`config.mk`:
```
export PLATFORM = sky130hd
export DESIGN_NAME = period_detector_flat
export DESIGN_NICKNAME = d
export VERILOG_FILES = /design/src/rtl/period_detector_if.sv /design/src/rtl/period_detector.sv /design/src/flat_wrapper.sv
export SDC_FILE = /design/constraint.sdc
export NUM_CORES = 1
export LEC_CHECK = 0
export ABC_AREA = 0
export CAP_MARGIN = 10
export CORE_ASPECT_RATIO = 0.6
export CORE_MARGIN = 3
export CORE_UTILIZATION = 59
export DETAILED_ROUTE_END_ITERATION = 10
export PLACE_DENSITY = 0.91
export SYNTH_ARGS = -nofsm -noshare
export SYNTH_HDL_FRONTEND = slang
export SYNTH_SLANG_ARGS = --single-unit
export TNS_END_PERCENT = 30
```
`constraint.sdc`:
```
create_clock -name clk -period 11.3 [get_ports clk]
set_input_delay 2.26 -clock clk [delete_from_list [all_inputs] [get_ports clk]]
set_output_delay 2.26 -clock clk [all_outputs]
set_load 0.1 [all_outputs]
```
`src/rtl/period_detector_if.sv`:
```
// ---------------------------------------------------------------------------
// period_detector_if
//   Sample-in / period-out bundle for period_detector.
//   master : sample source and period consumer (drives sample_in/sample_valid)
//   slave  : the detector (drives period_out/period_valid/locked)
// Signals
//   sample_in     signed sample, 20 fraction bits (+/-1.0 = +/-2^20)
//   sample_valid  sample_in is valid this cycle
//   period_out    last accepted period, in valid samples
//   period_valid  one-cycle pulse: period_out was updated
//   locked        at least one period accepted since last reset/timeout
// ---------------------------------------------------------------------------
interface period_detector_if;
    logic signed [31:0] sample_in;
    logic               sample_valid;
    logic        [31:0] period_out;
    logic               period_valid;
    logic               locked;

    modport master (
        output sample_in,
        output sample_valid,
        input  period_out,
        input  period_valid,
        input  locked
    );

    modport slave (
        input  sample_in,
        input  sample_valid,
        output period_out,
        output period_valid,
        output locked
    );
endinterface

```
`src/rtl/period_detector.sv`:
```
// ---------------------------------------------------------------------------
// period_detector
//   Measures the period (samples per cycle) of a periodic signed sample
//   stream by timing rising zero crossings detected with hysteresis.
//   Optional build macro PERIOD_AVG_EN: report the truncated mean of the
//   last four accepted periods (one extra cycle of latency).
// Ports
//   clk      in  clock
//   reset_n  in  synchronous reset, active low
//   bus      slave modport of period_detector_if
//            (sample_in, sample_valid in; period_out, period_valid, locked out)
// ---------------------------------------------------------------------------
module period_detector #(
    parameter logic signed [31:0] HYST       = 32'sh0001_0000,
    parameter logic        [31:0] MIN_PERIOD = 32'd2,
    parameter logic        [31:0] MAX_PERIOD = 32'h0100_0000
) (
    input  logic             clk,
    input  logic             reset_n,
    period_detector_if.slave bus
);

    localparam logic signed [31:0] NEG_HYST = -HYST;

    typedef enum logic {
        SEEK_LOW  = 1'b0,
        SEEK_HIGH = 1'b1
    } state_t;

    state_t      state_q;
    logic        have_ref_q;
    logic [31:0] cnt_q;

    // Measurement stage outputs (one cycle after the crossing sample).
    logic        vld_p0_q;
    logic        tout_p0_q;
    logic [31:0] per_p0_q;

    // Output registers.
    logic [31:0] period_q;
    logic        period_valid_q;
    logic        locked_q;

    logic        below;
    logic        above;
    logic        crossing;
    logic [31:0] cnt_inc;

    assign below    = bus.sample_in <  NEG_HYST;
    assign above    = bus.sample_in >= HYST;
    assign crossing = (state_q == SEEK_HIGH) && above;
    // The crossing sample itself belongs to the period being closed.
    assign cnt_inc  = cnt_q + 32'd1;

    // ---- stage p0: crossing FSM and sample counter ----
    always_ff @(posedge clk) begin
        if (!reset_n) begin
            state_q    <= SEEK_LOW;
            have_ref_q <= 1'b0;
            cnt_q      <= '0;
            vld_p0_q   <= 1'b0;
            tout_p0_q  <= 1'b0;
            per_p0_q   <= '0;
        end else begin
            vld_p0_q  <= 1'b0;
            tout_p0_q <= 1'b0;
            if (bus.sample_valid) begin
                if (crossing) begin
                    // A crossing beats a timeout on the same sample, so a
                    // period of exactly MAX_PERIOD is still accepted.
                    state_q <= SEEK_LOW;
                    if (!have_ref_q) begin
                        have_ref_q <= 1'b1;
                        cnt_q      <= '0;
                    end else if (cnt_inc < MIN_PERIOD) begin
                        // Too short to be real: treat as a glitch and keep
                        // timing from the original reference.
                        cnt_q <= cnt_inc;
                    end else begin
                        per_p0_q <= cnt_inc;
                        vld_p0_q <= 1'b1;
                        cnt_q    <= '0;
                    end
                end else if (have_ref_q && (cnt_inc == MAX_PERIOD)) begin
                    tout_p0_q  <= 1'b1;
                    have_ref_q <= 1'b0;
                    cnt_q      <= '0;
                    state_q    <= SEEK_LOW;
                end else begin
                    if ((state_q == SEEK_LOW) && below) begin
                        state_q <= SEEK_HIGH;
                    end
                    if (have_ref_q) begin
                        cnt_q <= cnt_inc;
                    end
                end
            end
        end
    end

    logic        out_vld;
    logic        out_tout;
    logic [31:0] out_val;

`ifdef PERIOD_AVG_EN
    logic [31:0] hist_q [4];
    logic        hist_ld_q;
    logic        vld_p1_q;
    logic        tout_p1_q;
    logic [33:0] sum_d;

    // ---- stage p1: period history ----
    always_ff @(posedge clk) begin
        if (!reset_n) begin
            for (int i = 0; i < 4; i++) begin
                hist_q[i] <= '0;
            end
            hist_ld_q <= 1'b0;
            vld_p1_q  <= 1'b0;
            tout_p1_q <= 1'b0;
        end else begin
            vld_p1_q  <= vld_p0_q;
            tout_p1_q <= tout_p0_q;
            if (vld_p0_q) begin
                if (!hist_ld_q) begin
                    // First period after acquiring lock seeds every tap so
                    // the mean is meaningful immediately.
                    for (int i = 0; i < 4; i++) begin
                        hist_q[i] <= per_p0_q;
                    end
                    hist_ld_q <= 1'b1;
                end else begin
                    hist_q[0] <= per_p0_q;
                    for (int i = 1; i < 4; i++) begin
                        hist_q[i] <= hist_q[i-1];
                    end
                end
            end else if (tout_p0_q) begin
                for (int i = 0; i < 4; i++) begin
                    hist_q[i] <= '0;
                end
                hist_ld_q <= 1'b0;
            end
        end
    end

    always_comb begin
        sum_d = {2'b00, hist_q[0]} + {2'b00, hist_q[1]}
              + {2'b00, hist_q[2]} + {2'b00, hist_q[3]};
    end

    assign out_vld  = vld_p1_q;
    assign out_tout = tout_p1_q;
    assign out_val  = sum_d[33:2];
`else
    assign out_vld  = vld_p0_q;
    assign out_tout = tout_p0_q;
    assign out_val  = per_p0_q;
`endif

    // ---- output stage: period, pulse and lock flag ----
    always_ff @(posedge clk) begin
        if (!reset_n) begin
            period_q       <= '0;
            period_valid_q <= 1'b0;
            locked_q       <= 1'b0;
        end else begin
            period_valid_q <= out_vld;
            if (out_vld) begin
                period_q <= out_val;
                locked_q <= 1'b1;
            end else if (out_tout) begin
                // period_out deliberately keeps the last accepted value.
                locked_q <= 1'b0;
            end
        end
    end

    assign bus.period_out   = period_q;
    assign bus.period_valid = period_valid_q;
    assign bus.locked       = locked_q;

endmodule

```
`src/flat_wrapper.sv`:
```
// flat-port wrapper written by rule: the top's interface ports become plain ports
module period_detector_flat 
#(
    parameter logic signed [31:0] HYST       = 32'sh0001_0000,
    parameter logic        [31:0] MIN_PERIOD = 32'd2,
    parameter logic        [31:0] MAX_PERIOD = 32'h0100_0000
)
  (clk, reset_n, bus_sample_in, bus_sample_valid, bus_period_out, bus_period_valid, bus_locked);
  period_detector_if bus_i ();
  input  logic clk;
  input  logic reset_n;
  input wire logic [$bits(bus_i.sample_in)-1:0] bus_sample_in;
  input wire logic [$bits(bus_i.sample_valid)-1:0] bus_sample_valid;
  output wire logic [$bits(bus_i.period_out)-1:0] bus_period_out;
  output wire logic [$bits(bus_i.period_valid)-1:0] bus_period_valid;
  output wire logic [$bits(bus_i.locked)-1:0] bus_locked;
  assign bus_i.sample_in = bus_sample_in;
  assign bus_i.sample_valid = bus_sample_valid;
  assign bus_period_out = bus_i.period_out;
  assign bus_period_valid = bus_i.period_valid;
  assign bus_locked = bus_i.locked;
  period_detector #(.HYST(HYST), .MIN_PERIOD(MIN_PERIOD), .MAX_PERIOD(MAX_PERIOD)) u_core (.clk(clk), .reset_n(reset_n), .bus(bus_i));
endmodule
```
==> summary.md, run 1 <==
| Metric | Value |
|---|---|
| Htree depth | 3 |
| IO Port Bufs | 52 |
| Die height | between 70 and 80 um |
| Status | finished clean |
| CP Launch Point | bus_sample_in[22] |
| Tot GR Track Use | around 28% |
| Reg area | a little over 0.002 sq mm |
| Metal3 WL | around 1000 um |
| Critical path launch point type | input pin |
| Synth Warn # | 0 |
| Clock Pin Slew Worst Setup and Hold Paths | ~70 ps |
| Fmax | 196 MHz |
| Measured slew at the worst slew-check pin | roughly 1200 ps |
| Max-slew headroom | 23.2% |
| Total core area | around 0.0080 sq mm |
| Crit path to | u_core.cnt_q[31] |
| Final-layout fill cell count | 615 |
| Layout cells sized above 1 | ~5.4% |
| Sink Count | roughly 100 |
| Final Hold Viols | 0 |
| CTS resizes | 0 |
| Worst min-delay path class | flop to flop |
| Total number of vias | 4463 |
| Area Growth Syn to Fin | 15.3% |
| Placement Cell Area | 0.00540 sq mm |
| TritonCTS Buffers | 9 |
| Min Tclk post-route | 5110 ps |
| RD Place Congestion | ~1 |
| Clock skew | 6.28 ps |
| Synth Area per Inst | about 8.6 sq um |
| Max Fanout on Critical Path | 14 |
| Worst VDD drop | 0.0782 mV |
| DRC viols | 0 |
| Wire length on met2 | around 5900 um |
| Gate Count Post-Synth | 574 |
| Multi-input logic area | 0.00266 sq mm |
| Max_cap viols | 0 |
| Metal-1 WL | 5770 um |
| Seq/Total Area, Yosys | approximately 42% |
| Initial Util | 61.6% |
| Setup slack, reg-to-reg | around 6400 ps |
| Clock tree from TritonCTS | done |
| Iter 0 DRT Violations | between 500 and 600 |
| GR Overflow Total | 0 |
| Highest routed layer | met4 |
| First-pass GRT wire length | about 21000 um |
| Worst path required time | 11550 ps |
| Synth unique cells | 48 |
| Post-Syn Nets | 610 |
| Pin count of the biggest net entering global routing | 92 |
| First-pass DRT Iterations | 6 |
| Post-DP HPWL | a little under 9000 um |
| CP Data Arrival Time | around 5400 ps |
| Postcts setup bufs | 0 |
| Final Setup Violations | 0 |
| Finished Cell Area | about 0.0057 sq mm |
| Setup_tns | 0 ps |
| I/O Pins | 69 |
| Die footprint | roughly 0.0095 sq mm |
| DRT antenna net count | 0 |
| Cells along the critical path | clkdlybuf4s50_1 > nor4_1 > a41oi_1 > nor2_1 > nor2_1 > nand2_1 > o31ai_1 |
| CP Class | input pin to flop |
| Initial antenna violation count | 0 |
| Die W | 124 um |
| Cts hold-fix bufs | 0 |
| Clock Latency Late Sink | 350 ps |
| Layout Nets | 627 |
| DR vias/cell | ~6.3 |
| Slowest-stage cell, CP | a41oi_1 |
| Routed len/inst | approximately 18 um |
| Worst path max stage delay | 840 ps |
| PwrDens | roughly 120 mW/mm^2 |
| RR Endpoint | u_core.out_val[10] |
| RSZ-0062 raised after global routing | false |
| Reg2reg path depth | 9 |
| Post-synth EDFFs | 0 |
| Final core occ | a little under three quarters |
| CTS max path bufs | 2 |
| Smallest hold slack | ~490 ps |
| Worst r2r src | u_core.cnt_q[0] |
| Clk root buf | clkbuf_16 |
| Final Cycle Share | 45.2% |
| Ys flop type | dfxtp_1 |
| Antenna cells | 0 |
| Type of destination of the critical path | flop |
| Cell mode on critical path | nor2_1 |
| Row count | 25 |
| Fin. max-slew vios | 0 |
| Synth Cell Area | about 0.0049 sq mm |
| Leak | approximately 1.7 nW |
| Asr flop ratio synth | 0% |
| Number of global-route vias before repair | 4220 |
| Final wirelength | 13000 um |
| #FFs+latches synth | 102 |
==> report_power, final <==
group          internal (mW)  switching (mW)
clock                  0.150           0.138
sequential             0.360        0.000878
combinational        0.00830          0.0168
==> cells in the mapped netlist, drive strengths merged, types with 3 or more instances <==
cell / n / area (sq um)
dfxtp: 102 / 2040
nor2: 56 / 210
nand2: 43 / 161
nor3: 41 / 205
a21oi: 39 / 195
mux2i: 34 / 340
clkbuf: 33 / 125
a211oi: 25 / 188
xnor2: 24 / 210
nand3: 22 / 115
xor2: 22 / 193
buf: 15 / 68.8
o21ai: 15 / 75.1
nand4: 14 / 93.8
nor4: 13 / 118
or3: 9 / 56.3
o31ai: 8 / 60.1
or4: 8 / 63.8
inv: 7 / 26.3
and2: 6 / 37.5
and3: 6 / 37.5
a311oi: 4 / 35.0
a31oi: 4 / 40.0
o221ai: 4 / 35.0
and4: 3 / 26.3
==> layout by cell type, fill, tap and decap left out, types with 2 or more instances in the layout <==
cell type / count
a211oi_1: 25
a21oi_1: 39
a311oi_1: 4
a31oi_1: 3
and2_1: 6
and3_1: 6
and4_1: 3
buf_4: 2
clkbuf_16: 9
clkdlybuf4s50_1: 52
clkinvlp_4: 2
dfxtp_1: 101
inv_1: 6
inv_6: 2
mux2i_1: 34
nand2_1: 43
nand2b_1: 2
nand3_1: 21
nand4_1: 13
nor2_1: 56
nor3_1: 41
nor4_1: 10
nor4_4: 2
o2111ai_1: 2
o21ai_0: 6
o21ai_1: 8
o221ai_1: 4
o22ai_1: 2
o31ai_1: 8
or2_2: 2
or3_1: 9
or4_1: 7
xnor2_1: 24
xor2_1: 22
==> cell families after synthesis <==
family | Yosys count | synth area share [%]
AOI/OAI and AO/OA | 108 | 14.7
and+or+nand+nor | 228 | 24.0
xor gates and xnor gates | 46 | 8.19
adders and majority gates | 1 | 0.254
buffers and inverters | 55 | 4.48
DFF | 102 | 41.5
muxes | 34 | 6.92
==> layer usage <==
metal | vias to the layer above | track usage [%]
met5 | - | 0
met4 | 0 | 8.18
met3 | 39 | 6.63
met2 | 192 | 44.5
met1 | 2129 | 38.2
li1 | 2103 | -
==> sequential cells by signal (all words and copies together) (netlist names) <==
signal / cells
u_core.bus.period_out: 32
u_core.out_tout: 1
u_core.out_val: 32
u_core.have_ref_q: 1
u_core.cnt_q: 32
u_core.bus.locked: 1
u_core.out_vld: 1
u_core.state_q: 1
u_core.bus.period_valid: 1
==> worst min path at each step <==
stage                                     endpoint                startpoint  cells after the start
after detailed placement  u_core.bus.period_out[1]  u_core.bus.period_out[1]                      2
after global routing              u_core.cnt_q[14]          u_core.cnt_q[14]                      2
after floorplan                   u_core.cnt_q[14]          u_core.cnt_q[14]                      2
final                     u_core.bus.period_out[1]  u_core.bus.period_out[1]                      2
after CTS                         u_core.cnt_q[14]          u_core.cnt_q[14]                      2
after global placement            u_core.cnt_q[14]          u_core.cnt_q[14]                      2
==> worst max-delay path, delay by kind of cell <==
family	cells	cell delay, ps
AOI/OAI and AO/OA	2	1190
buffers and inverters	1	480
and+or+nand+nor	4	1420
==> layout make-up <==
class	instances	share of cell area, %
clock buffer	9	3.97
clock inverter	6	0.816
inverter	7	0.463
multi-input combinational	417	46.9
sequential	102	36.0
tap	108	2.38
timing repair buffer	54	9.44
==> through the flow <==
step | instances | total power [mW] | setup WS [ps]
finish | 703 | 0.673 | 6190
global route | 703 | 0.695 | 6040
CTS | 703 | 0.675 | 6340
detailed placement | 688 | 0.393 | 5980
global placement | 688 | 0.393 | 6040
floorplan | 574 | 0.382 | 7050
(Power assumes the default switching activity.)
==> inputs of run 2 (changes only) <==
--- a/config.mk
+++ b/config.mk
@@ -9,9 +9,9 @@
 export CAP_MARGIN = 10
 export CORE_ASPECT_RATIO = 0.6
 export CORE_MARGIN = 3
-export CORE_UTILIZATION = 59
+export CORE_UTILIZATION = 55
 export DETAILED_ROUTE_END_ITERATION = 10
-export PLACE_DENSITY = 0.91
+export PLACE_DENSITY = 0.86
 export SYNTH_ARGS = -nofsm -noshare
 export SYNTH_HDL_FRONTEND = slang
 export SYNTH_SLANG_ARGS = --single-unit
==> constraint.sdc (replaced) <==
create_clock -name clk -period 5.25 [get_ports clk]
set_input_delay 1.05 -clock clk [delete_from_list [all_inputs] [get_ports clk]]
set_output_delay 1.05 -clock clk [all_outputs]
set_load 0.1 [all_outputs]
==> run 2 against run 1 <==
  * Power rose by 120%
  * Sequential share of layout area down 0.32 points
  * Cell count grew 1.4%
  * Final area is 0.88% higher
  * Clock-buffer cell count did not move
  * Register-to-register slack lost 6000 ps
  * Sequential cell count did not move
  * First-iteration DRC count rose by 11%
  * Clock skew is 4.4 ps higher
  * Wire length down 0.16%
  * Die area grew 6.8%
  * Sequential power up 110%
  * Largest power group unchanged
==> summary.md, run 2 (same netlist as run 1, synthesis figures left out) <==
| Metric | Value |
|---|---|
| Initial antenna violation count | 0 (unchanged) |
| Pwr Total | 1.48 mW (+120%) |
| Row count | 26 (+4.0%) |
| Initial Util | 57.3% (-4.4 points) |
| Tot GR Track Use | 26.0% (-2.1 points) |
| Final worst slack | 341 ps (-5850 ps) |
| Clock tree from TritonCTS | done |
| DRC viols | 0 (unchanged) |
| Final Hold Viols | 0 (unchanged) |
| Type of destination of the critical path | flop |
| First-pass DRT Iterations | 6 (unchanged) |
| DRT antenna net count | 0 (unchanged) |
| First-pass GRT wire length | 21100 um (-0.16%) |
| Final core occ | 66.6% (-4.5 points) |
| Measured slew at the worst slew-check pin | 1140 ps (-7.13 ps) |
| Multi-input logic area | 0.00266 sq mm (-0.14%) |
| Max Fanout on Critical Path | 11 (-3) |
| Number of global-route vias before repair | 4214 (-0.14%) |
| Clock skew | 10.7 ps (+4.40 ps) |
| Die W | 128 um (+3.4%) |
| Cells along the critical path | ha_1 > nand3_1 > or4_1 > o21ai_0 > nand4_1 > or4_4 > o41ai_4 > o21ai_1 > o31ai_1 |
| Antenna cells | 0 (unchanged) |
| Area Growth Syn to Fin | 16.3% |
| Final Non-Filler Cells | 713 (+1.4%) |
| Clk root buf | clkbuf_16 |
| Layout cells sized above 1 | 6.16% (+0.78 points) |
| Die footprint | 0.0101 sq mm (+6.8%) |
| Final wirelength | 13000 um (-0.16%) |
| Worst VDD drop | 0.159 mV (+100%) |
| CP Class | flop to flop |
| Reg area | 0.00204 sq mm (unchanged) |
| Postcts setup bufs | 0 (unchanged) |
| RD Place Congestion | 0.999 (-0.35%) |
| Pin count of the biggest net entering global routing | 79 (-14%) |
| Worst min-delay path class | flop to flop |
| Final Setup Violations | 0 (unchanged) |
| CP Data Arrival Time | 5160 ps (-200 ps) |
| CP bufs+invs | 0 (-1) |
| Final-layout fill cell count | 659 (+7.2%) |
| Max_cap viols | 0 (unchanged) |
| Commonest cells after routing, fill and taps aside | 101 x dfxtp_1, 56 x nor2_1, 52 x clkdlybuf4s50_1, 43 x nand2_1, 41 x nor3_1 |
| Die height | 79.2 um (+3.3%) |
| IO Port Bufs | 52 (unchanged) |
| Post-DP HPWL | 8890 um (-0.17%) |
| GR Overflow Total | 0 (unchanged) |
| Fin. max-slew vios | 0 (unchanged) |
| CTS resizes | 0 (unchanged) |
| Worst path max stage delay | 830 ps (about the same) |
| Cts hold-fix bufs | 0 (unchanged) |
| Setup_tns | 0 ps (unchanged) |
| TritonCTS Buffers | 9 (unchanged) |
| Pre-CTS setup slack | 537 ps (-5440 ps) |
| Worst path required time | 5500 ps (-6050 ps) |
| Layout Nets | 632 (+0.80%) |
| Post-Place Cells | 697 (+1.3%) |
| Critical path launch point type | flop |
| Clock Latency Late Sink | 350 ps (about the same) |
| Iter 0 DRT Violations | 586 (+11%) |
| Crit path max-delay family | compound AO/OA/AOI/OAI gates |
| PwrDens | 258 mW/mm^2 (+120%) |
| Max-slew headroom | 23.7% (+0.48 points) |
| Min Tclk post-route | a little under 5000 ps |
| Worst r2r src | u_core.cnt_q[0] |
| CTS max path bufs | 2 (unchanged) |
| DR vias/cell | 6.45 (+1.7%) |
| Sink Count | 102 (unchanged) |
| Total number of vias | 4602 (+3.1%) |
| RSZ-0062 raised after global routing | false |
| Total core area | 0.00859 sq mm (+7.7%) |
| Slowest-stage cell, CP | or4_1 |
| Htree depth | 3 (unchanged) |
| Fmax | between 200 and 250 MHz |
| Most common cell after layout, fill and taps aside | dfxtp_1 |
| I/O Pins | 69 (unchanged) |
| Clock Pin Slew Worst Setup and Hold Paths | 70 ps (about the same) |
| Routed len/inst | 18.2 um (-1.6%) |
| CP Launch Point | u_core.cnt_q[0] |
| Leak | 1.76 nW (+2.0%) |
| Status | finished clean |
| Final Cycle Share | between 90% and 100% |
| Worst Hold Launch | u_core.cnt_q[14] |
run 2: per-stage QoR:
stage	hold slack [ps]	area, sq um
2_1_floorplan	450	4920
4_1_cts	481	5720
3_3_place_gp	464	5440
5_1_grt	505	5720
6_report	487	5720
3_5_place_dp	471	5440
run 2: layer usage:
metal | share of wire, % | track usage (%) | vias up
met3 | 9.6 | 6.79 | 43
met2 | 45 | 40.3 | 252
li1 | - | - | 2129
met5 | 0 | 0 | -
met4 | 3.0 | 9.43 | 0
met1 | 42 | 35.1 | 2178
run 2: power breakdown:
group	internal [mW]	leakage, nW	switching, mW
clock	0.329	0.139	0.317
sequential	0.774	0.822	0.00183
combinational	0.0190	0.803	0.0365
total	1.12	1.76	0.356
run 2: layout make-up:
cell class / instances / area share (%)
multi-input combinational: 417 / 46.4
sequential: 102 / 35.7
timing repair buffer: 59 / 10.0
clock buffer: 9 / 3.94
tap: 112 / 2.45
clock inverter: 7 / 1.01
inverter: 7 / 0.459
run 2: worst reg2reg max path: cells and delay by family, from the launching register on:
kind,cells,cell delay [ps]
AO/OA/AOI/OAI,4,1980
adder cells (fa/ha/maj),1,360
flip-flops,1,490
AND/OR/NAND/NOR,4,1970
run 2: final timing paths:
check / depth (start not counted) / slack, ps / to
max: 9 / 340 / u_core.cnt_q[28]
min: 2 / 490 / u_core.cnt_q[14]
max reg2reg: 9 / 340 / u_core.cnt_q[28]
min reg2reg: 2 / 490 / u_core.cnt_q[14]
